==> src/rtl/csea_pipe.sv <==
// rtl/csea_pipe.sv - pipelined carry-select adder/subtractor, one BLOCK-bit slice resolved per stage
// Stage 0 latches operands; stage k+1 adds the selected sum of block k and its carry-out.
module csea_pipe #(
  parameter int WIDTH = 32,
  parameter int BLOCK = 8
) (
  input  logic             clk,
  input  logic             rst,
  input  logic             in_valid,
  output logic             in_ready,
  input  logic [WIDTH-1:0] x,
  input  logic [WIDTH-1:0] y,
  input  logic             ci,
  input  logic             sub,
  output logic             out_valid,
  input  logic             out_ready,
  output logic [WIDTH-1:0] z,
  output logic             co,
  output logic             ovf
);

  localparam int NBLK = WIDTH / BLOCK;

  if (WIDTH < 2 || BLOCK < 1 || (WIDTH % BLOCK) != 0) begin : g_bad_params
    $error("csea_pipe: WIDTH must be >= 2 and an integer multiple of BLOCK");
  end

  // Returns {carry_out, sum} of a plain ripple chain.
  function automatic logic [BLOCK:0] ripple(input logic [BLOCK-1:0] a,
                                            input logic [BLOCK-1:0] b,
                                            input logic             cin);
    logic [BLOCK-1:0] s;
    logic             c;
    s = '0;
    c = cin;
    for (int i = 0; i < BLOCK; i++) begin
      s[i] = a[i] ^ b[i] ^ c;
      c    = (a[i] & b[i]) | (c & (a[i] ^ b[i]));
    end
    return {c, s};
  endfunction

  logic             en;
  logic [NBLK:0]    v_q;
  logic [NBLK:0]    c_q;
  logic [WIDTH-1:0] a_q   [NBLK];
  logic [WIDTH-1:0] b_q   [NBLK];
  logic [WIDTH-1:0] s_q   [1:NBLK];
  logic [WIDTH-1:0] snext [NBLK];
  logic [BLOCK-1:0] bsum  [NBLK];
  logic [NBLK-1:0]  bco;
  logic             cmsb;
  logic             ovf_q;

  assign en       = !v_q[NBLK] || out_ready;
  assign in_ready = en;

  for (genvar k = 0; k < NBLK; k++) begin : g_blk
    logic [BLOCK-1:0] ak;
    logic [BLOCK-1:0] bk;
    logic [BLOCK:0]   r0;
    logic [BLOCK:0]   r1;

    assign ak      = a_q[k][k*BLOCK +: BLOCK];
    assign bk      = b_q[k][k*BLOCK +: BLOCK];
    assign r0      = ripple(ak, bk, 1'b0);
    assign r1      = ripple(ak, bk, 1'b1);
    assign bsum[k] = c_q[k] ? r1[BLOCK-1:0] : r0[BLOCK-1:0];
    assign bco[k]  = r0[BLOCK] | (r1[BLOCK] & c_q[k]);

    // Blocks above k are still zero in s_q, so OR-ing in the new slice is exact.
    if (k == 0) begin : g_first
      assign snext[k] = WIDTH'(bsum[k]);
    end else begin : g_rest
      assign snext[k] = s_q[k] | (WIDTH'(bsum[k]) << (k*BLOCK));
    end

    // Carry into the MSB recovered from the selected sum bit of the top block.
    if (k == NBLK-1) begin : g_last
      assign cmsb = bsum[k][BLOCK-1] ^ ak[BLOCK-1] ^ bk[BLOCK-1];
    end
  end

  always_ff @(posedge clk or posedge rst) begin
    if (rst) begin
      v_q   <= '0;
      c_q   <= '0;
      ovf_q <= 1'b0;
      for (int k = 0; k < NBLK; k++) begin
        a_q[k] <= '0;
        b_q[k] <= '0;
      end
      for (int k = 1; k <= NBLK; k++) begin
        s_q[k] <= '0;
      end
    end else if (en) begin
      v_q    <= {v_q[NBLK-1:0], in_valid};
      c_q    <= {bco, ci ^ sub};
      a_q[0] <= x;
      b_q[0] <= sub ? ~y : y;
      for (int k = 1; k < NBLK; k++) begin
        a_q[k] <= a_q[k-1];
        b_q[k] <= b_q[k-1];
      end
      for (int k = 1; k <= NBLK; k++) begin
        s_q[k] <= snext[k-1];
      end
      ovf_q <= cmsb ^ bco[NBLK-1];
    end
  end

  assign z         = s_q[NBLK];
  assign co        = c_q[NBLK];
  assign ovf       = ovf_q;
  assign out_valid = v_q[NBLK];

endmodule

==> config.mk <==
export PLATFORM = sky130hd
export DESIGN_NAME = csea_pipe
export DESIGN_NICKNAME = d
export VERILOG_FILES = /design/src/rtl/csea_pipe.sv
export SDC_FILE = /design/constraint.sdc
export NUM_CORES = 1
export LEC_CHECK = 0
export BUFFER_PORTS_ARGS = -buffer_cell sky130_fd_sc_hd__buf_2
export CAP_MARGIN = 20
export CORE_MARGIN = 5
export CORE_UTILIZATION = 40
export DETAILED_ROUTE_END_ITERATION = 8
export GPL_ROUTABILITY_DRIVEN = 0
export GPL_TIMING_DRIVEN = 0
export PLACE_DENSITY = 0.65
export SLEW_MARGIN = 20
export SYNTH_ARGS = -nofsm -noshare
export SYNTH_HDL_FRONTEND = slang
export SYNTH_SLANG_ARGS = --single-unit
==> constraint.sdc <==
create_clock -name clk -period 13.4 [get_ports clk]
set_input_delay 2.68 -clock clk [delete_from_list [all_inputs] [get_ports clk]]
set_output_delay 2.68 -clock clk [all_outputs]
set_load 0.005 [all_outputs]
==> run metrics, run 1 <==
status finished, final reports clean; commonest non-fill, non-tap cell in the layout nand2_1; core area between 20000 and 30000 sq um; final WL 27900 um; Yosys top cell area share between 50% and 60%; # Max-Cap Violations 0; met1 usage approximately a quarter; Synth Area in Compound Gates 8.52%; worst slew pin tran about 0.77 ns; final setup TNS 0 ns; Post-synth EDFFs 0; # diodes 0; Synth Warn # 0; antenna viol nets, final 0; HP Class reg -> reg; Final Cycle Share between 40 and 50%; Tmin final roughly 6.5 ns; CP Capture Type primary output; buffer depth of the longest clock path 3; multiplexer area fraction after synthesis less than 1%; maximum vdd drop around 0.00013 V; WL per Instance approximately 15 um; post-synthesis adder-cell area fraction under 10%; Cell Rows 62; Cells after Synth 1282; largest net degree at the start of global routing a little over 100; DP HPWL slightly above 20000 um; 1st-pass router iterations 5; final clock skew ~0.013 ns; global route total overflow 0; post-DR vias/cell approximately 4.8; routing usage on met3 ~2.7%; GR Util All Layers ~17%; f_max approximately 150 MHz; Seq cells post-synth 251; worst rel slew slack a little under 50%; Port-buffer cells roughly 100; # DRC 0; clk root buf clkbuf_16; Critical Path Fanout Max 10; sequential fraction of the synthesis area a little over half; TritonCTS clock tree yes; xor and xnor area share after synthesis under 10%; Starting Density between 40% and 50%; largest family of logic cells by synthesized area simple AND/OR/NAND/NOR gates; Pleak around 6.9 nW; Synth Net Count approximately 1.4k; Layout Nets 1522; die width about 180 um; clk sink count between 200 and 300; PD cells around 250 nW/um^2; Die ar. 32500 sq um; RSZ-0062 raised after global routing false; Required @ worst endpoint approximately 11 ns; total CTS buffers 26; clock-pin slew of the registers on the worst-case setup and hold paths about 0.06 ns; Max Slew Vio Count 0; initial drt markers around 430; post-synth design cell area between 10000 and 15000 sq um; Most Crowded Layer GR met2; # IOs around 110; simple-gate portion of the synthesized area 24.4%; dominant cell type by area after synthesis dfrtp_1; startpoint types input pin; met2 usage between 20% and 30%; # hold bufs at CTS 0; via count roughly 9k; Worst Setup Path Type in -> out; Setup Buffers After CTS 0; Die Y ~180 um; post-synth cell types 63; layout cell share with drive strength beyond 1 between 10% and 20%; Layout area overhead 17.0%; Worst EP arrival roughly 3.8 ns; ys flop type dfrtp_1; global-route wire length before repair around 46000 um; initial antenna violation count 0; most frequent cells in the layout nand2_1 (580), dfrtp_1 (251), buf_2 (133); htree depth 1; Pwr Total approximately 3.4 mW; clock latency on the worst-skew pair 0.53 ns; Synth Area per Inst between 9 and 10 sq um; final hold vios 0; post_cts resized 0; largest cells by area after synthesis dfrtp_1 (54%), nand2_1 (19%), ha_1 (3.9%); ys async rst share 100%; setup-violating endpoint count in the final report 0; vias in the first global route ~8.8k; filler cell count about 2.8k
-- critical path, cell delays in order --
cell and delay (ns):
buf_2 0.09, nor2b_1 0.09, buf_2 0.26, inv_2 0.16, buf_6 0.18, clkbuf_8 0.19, buf_2 0.15
-- per-layer routing --
| layer | vias to the layer above | part of all wire, % |
|---|---|---|
| met5 | - | 0 |
| met4 | 0 | 2.5 |
| met3 | 43 | 5.2 |
| met2 | 174 | 47 |
| met1 | 4132 | 45 |
| li1 | 4389 | - |
-- final timing paths --
path | startpoint | endpoint | slack (ns) | depth (start not counted)
max in group asynchronous | rst | b_q[59] | 9.99 | 4
min in group asynchronous | rst | a_q[107] | 2.22 | 2
min | z[4] | z[4] | 0.46 | 2
min reg2reg | z[4] | z[4] | 0.46 | 2
max reg2reg | v_q[4] | z[18] | 11.04 | 7
max | out_ready | in_ready | 6.92 | 7
-- where the power goes --
part	switching [mW]	total [mW]	internal (mW)
Clock	0.299	0.760	0.462
Combinational	0.760	1.35	0.592
Sequential	0.196	1.30	1.10
-- stage by stage --
| step | hold WS (ns) | cell area (sq um) | util (%) | cells | worst slack [ns] |
|---|---|---|---|---|---|
| finish | 0.464 | 13600 | 47.4 | 1818 | 6.92 |
| detailed placement | 0.453 | 12700 | 44.2 | 1772 | 6.92 |
| floorplan | 0.430 | 11600 | - | 1282 | 3.82 |
| CTS | 0.468 | 13600 | 47.4 | 1818 | 6.91 |
| global placement | 0.444 | 12600 | 44.0 | 1770 | 1.06 |
| global route | 0.488 | 13600 | 47.4 | 1818 | 6.85 |
-- cell usage after synthesis, drive strengths merged, types with 5 or more instances --
library cell,instances
nand3,6
xor2,6
clkbuf,26
nand2b,7
ha,36
inv,14
o211ai,7
o21a,10
nor2,26
dfrtp,251
nor2b,6
xnor2,42
or3,6
nor3,23
o2111ai,5
buf,70
and3b,5
o31ai,8
o21ai,59
a21oi,28
nand2,580
-- state kept, by name (all words and copies together) (netlist names) --
| signal | flops |
|---|---|
| b_q | 80 |
| ovf | 1 |
| c_q | 5 |
| s_q | 48 |
| v_q | 5 |
| z | 32 |
| a_q | 80 |
-- cell type report --
class                   count  area (sq um)  area share (%)
plain buffers              96           563            4.15
flip-flops and latches    251          6280            46.3
well taps                 384           480            3.54
inverters                  14          60.1           0.443
clock inverters             9           123           0.904
multi-input cells         921          4700            34.6
repair buffers            106           576            4.24
clock buffers              37           783            5.77
-- kinds of logic (layout without fill, tap and decap cells) --
| logic type | after synthesis | in the layout |
|---|---|---|
| AND/OR/NAND/NOR | 689 | 689 |
| AO/OA/AOI/OAI | 147 | 147 |
| multiplexers | 1 | 1 |
| buffers and inverters | 110 | 262 |
| XOR/XNOR | 48 | 48 |
| flip-flops | 251 | 251 |
| adder cells (fa/ha/maj) | 36 | 36 |
(Power assumes the default switching activity.)
==> inputs of run 2 (changes only) <==
Settings changed: ABC_AREA from default to 1, PLACE_DENSITY 0.65 to 0.66.
Clock period 13.4 ns to 6.1 ns, I/O delays scaled along.
==> run 2 against run 1 <==
Largest power group is now registers; worst setup slack worse by 4.7 ns; hold slack got worse by 0.0029 ns; final cell count up 1.0%; synthesized cell count is 1.5% higher.
==> run metrics, run 2 <==
status finished, final reports clean; Core Util, Final 48.3% (+0.95 points); 1st-pass router iterations 4 (-1); vias in the first global route 8633 (-1.7%); Setup Buffers After CTS 0 (unchanged); most frequent cell after synthesis nand2_1; HP Class reg -> reg; sequential fraction of the synthesis area 55.4% (+1.2 points); fin worst setup slack 2.19 ns (-4.74 ns); clk root buf clkbuf_16; Worst Setup Path Type in -> out; Required @ worst endpoint 4.88 ns (-5.84 ns); largest net degree at the start of global routing 33 (-67%); Final Cycle Share around 64%; post_cts resized 0 (unchanged); commonest non-fill, non-tap cell in the layout nand2_1; die width 178 um (-1.0%); most frequent cells after synthesis nand2_1 (546), dfrtp_1 (251), o21ai_0 (149); worst rel slew slack 53.9% (+5.2 points); final WL 27400 um (-1.7%); total CTS buffers 27 (+3.8%); most frequent cells in the layout nand2_1 (546), dfrtp_1 (251), o21ai_0 (149); Die Y 178 um (-1.0%); # DRC 0 (unchanged); Layout area overhead 18.8%; Place WS 2.18 ns (-4.74 ns); initial drt markers 528 (+22%); post-DR vias/cell 4.73 (-1.5%); Synth Net Count 1407 (+1.4%); global-route wire length before repair 44500 um (-3.1%); Pleak 6.94 nW (+0.65%); Cell Area, Placed 12500 sq um (-0.95%); Synth Area per Inst 8.71 sq um (-3.6%); Yosys top cell area share 55.4% (+1.2 points); final instance area 13500 sq um (-0.73%); buffer depth of the longest clock path 3 (unchanged); ys flop type dfrtp_1; via count 8697 (-0.47%); Worst EP arrival 2.69 ns (-1.11 ns); Cell Rows 61 (-1.6%); WL per Instance 14.9 um (-2.7%); GR Util All Layers 17.5% (+0.44 points); antenna viol nets, final 0 (unchanged); f_max roughly 260 MHz; final clock skew 0.00686 ns (-0.00626 ns); core area 27900 sq um (-2.7%); DP HPWL 20300 um (+0.51%); clock latency on the worst-skew pair 0.53 ns (about the same); final setup TNS 0 ns (unchanged); post-synth design cell area 11300 sq um (-2.2%); clock-pin slew of the registers on the worst-case setup and hold paths 0.06 ns (about the same); maximum vdd drop 0.000280 V (+120%); # diodes 0 (unchanged); Die ar. 31800 sq um (-2.1%); dominant cell type by area after synthesis dfrtp_1; Layout Nets 1549 (+1.8%); Cells after Synth 1301 (+1.5%); layout cell share with drive strength beyond 1 15.7% (-0.90 points); # hold bufs at CTS 0 (unchanged); TritonCTS clock tree yes; ys async rst share 100% (unchanged); # IOs 106 (unchanged); global route total overflow 0 (unchanged); startpoint types input pin; largest cells by area after synthesis dfrtp_1 (55%), nand2_1 (18%), o21ai_0 (6.6%); Starting Density 40.7% (+0.19 points); Tmin final 3.91 ns; RSZ-0062 raised after global routing false; Synth Warn # 0 (unchanged); final hold vios 0 (unchanged); post-synth cell types 29 (-54%); Port-buffer cells 104 (unchanged); initial antenna violation count 0 (unchanged); Seq cells post-synth 251 (unchanged); top flop regs a_q: 80 flops, b_q: 80 flops, s_q: 48 flops; Pwr Total 7.32 mW (+110%); worst slew pin tran 0.692 ns (-0.0773 ns); # Max-Cap Violations 0 (unchanged); PD cells 544 nW/um^2 (+120%); clk sink count 251 (unchanged); Post-synth EDFFs 0 (unchanged); setup-violating endpoint count in the final report 0 (unchanged); Max Slew Vio Count 0 (unchanged); htree depth 1 (unchanged); Critical Path Fanout Max 10 (unchanged); CP Capture Type primary output
[run 2: cell types whose count changed in the layout (fill, tap and decap cells not counted), sizes merged, moves of 15 or more]
cell   change
nor3      -23
nor2      -16
o21ai     +95
nand3     +23
nand2     -30
xor2      +15
inv       +71
[run 2: through the flow]
step                hold slack [ns]  instances
finish                        0.461       1837
detailed placement            0.450       1792
CTS                           0.464       1837
global route                  0.484       1837
floorplan                     0.420       1301
global placement              0.452       1783
[run 2: final timing paths]
path | slack, ns | from | endpoint | cells after the start
hold / removal | 0.46 | b_q[85] | b_q[53] | 2
min in group asynchronous | 0.71 | rst | a_q[89] | 2
setup reg to reg | 3.86 | v_q[4] | z[30] | 7
hold reg to reg | 0.46 | b_q[85] | b_q[53] | 2
max in group asynchronous | 4.29 | rst | b_q[73] | 6
setup / recovery | 2.19 | out_ready | in_ready | 6
[run 2: where the power goes]
part	total (mW)	switching, mW	internal [mW]
sequential	2.84	0.426	2.41
clock	1.71	0.651	1.05
combinational	2.77	1.67	1.11
[run 2: final cells by class]
| class | instances | area, sq um |
|---|---|---|
| Buffer | 94 | 500 |
| Clock inverter | 9 | 148 |
| Fill cell | 2681 | 14400 |
| Sequential cell | 251 | 6280 |
| Tap cell | 378 | 473 |
| Clock buffer | 36 | 779 |
| Inverter | 86 | 327 |
| Timing Repair Buffer | 113 | 723 |
| Multi-Input combinational cell | 870 | 4230 |
[run 2: cell families (layout without fill, tap and decap cells)]
| logic type | after synthesis | count (layout) | share of synthesized area, % |
|---|---|---|---|
| DFF | 251 | 251 | 55.4 |
| and+or+nand+nor | 592 | 592 | 20.3 |
| xor gates and xnor gates | 58 | 58 | 4.48 |
| adders and majority gates | 36 | 36 | 3.97 |
| AOI/OAI and AO/OA | 184 | 184 | 8.56 |
| buffers and inverters | 180 | 338 | 7.26 |
[run 2: routing by layer]
layer | up-vias | wire length [um] | global-route usage, %
met4 | 0 | 773 | 5.02
met1 | 4159 | 12300 | 24.0
met5 | - | 0 | 0
met2 | 173 | 13100 | 29.2
li1 | 4322 | - | -
met3 | 43 | 1260 | 2.52
[run 2: worst max-delay path, cell delays in order]
cell,delay (ns)
buf_2,0.10
nor2_2,0.35
inv_2,0.15
clkbuf_1,0.35
clkbuf_1,0.32
buf_2,0.19
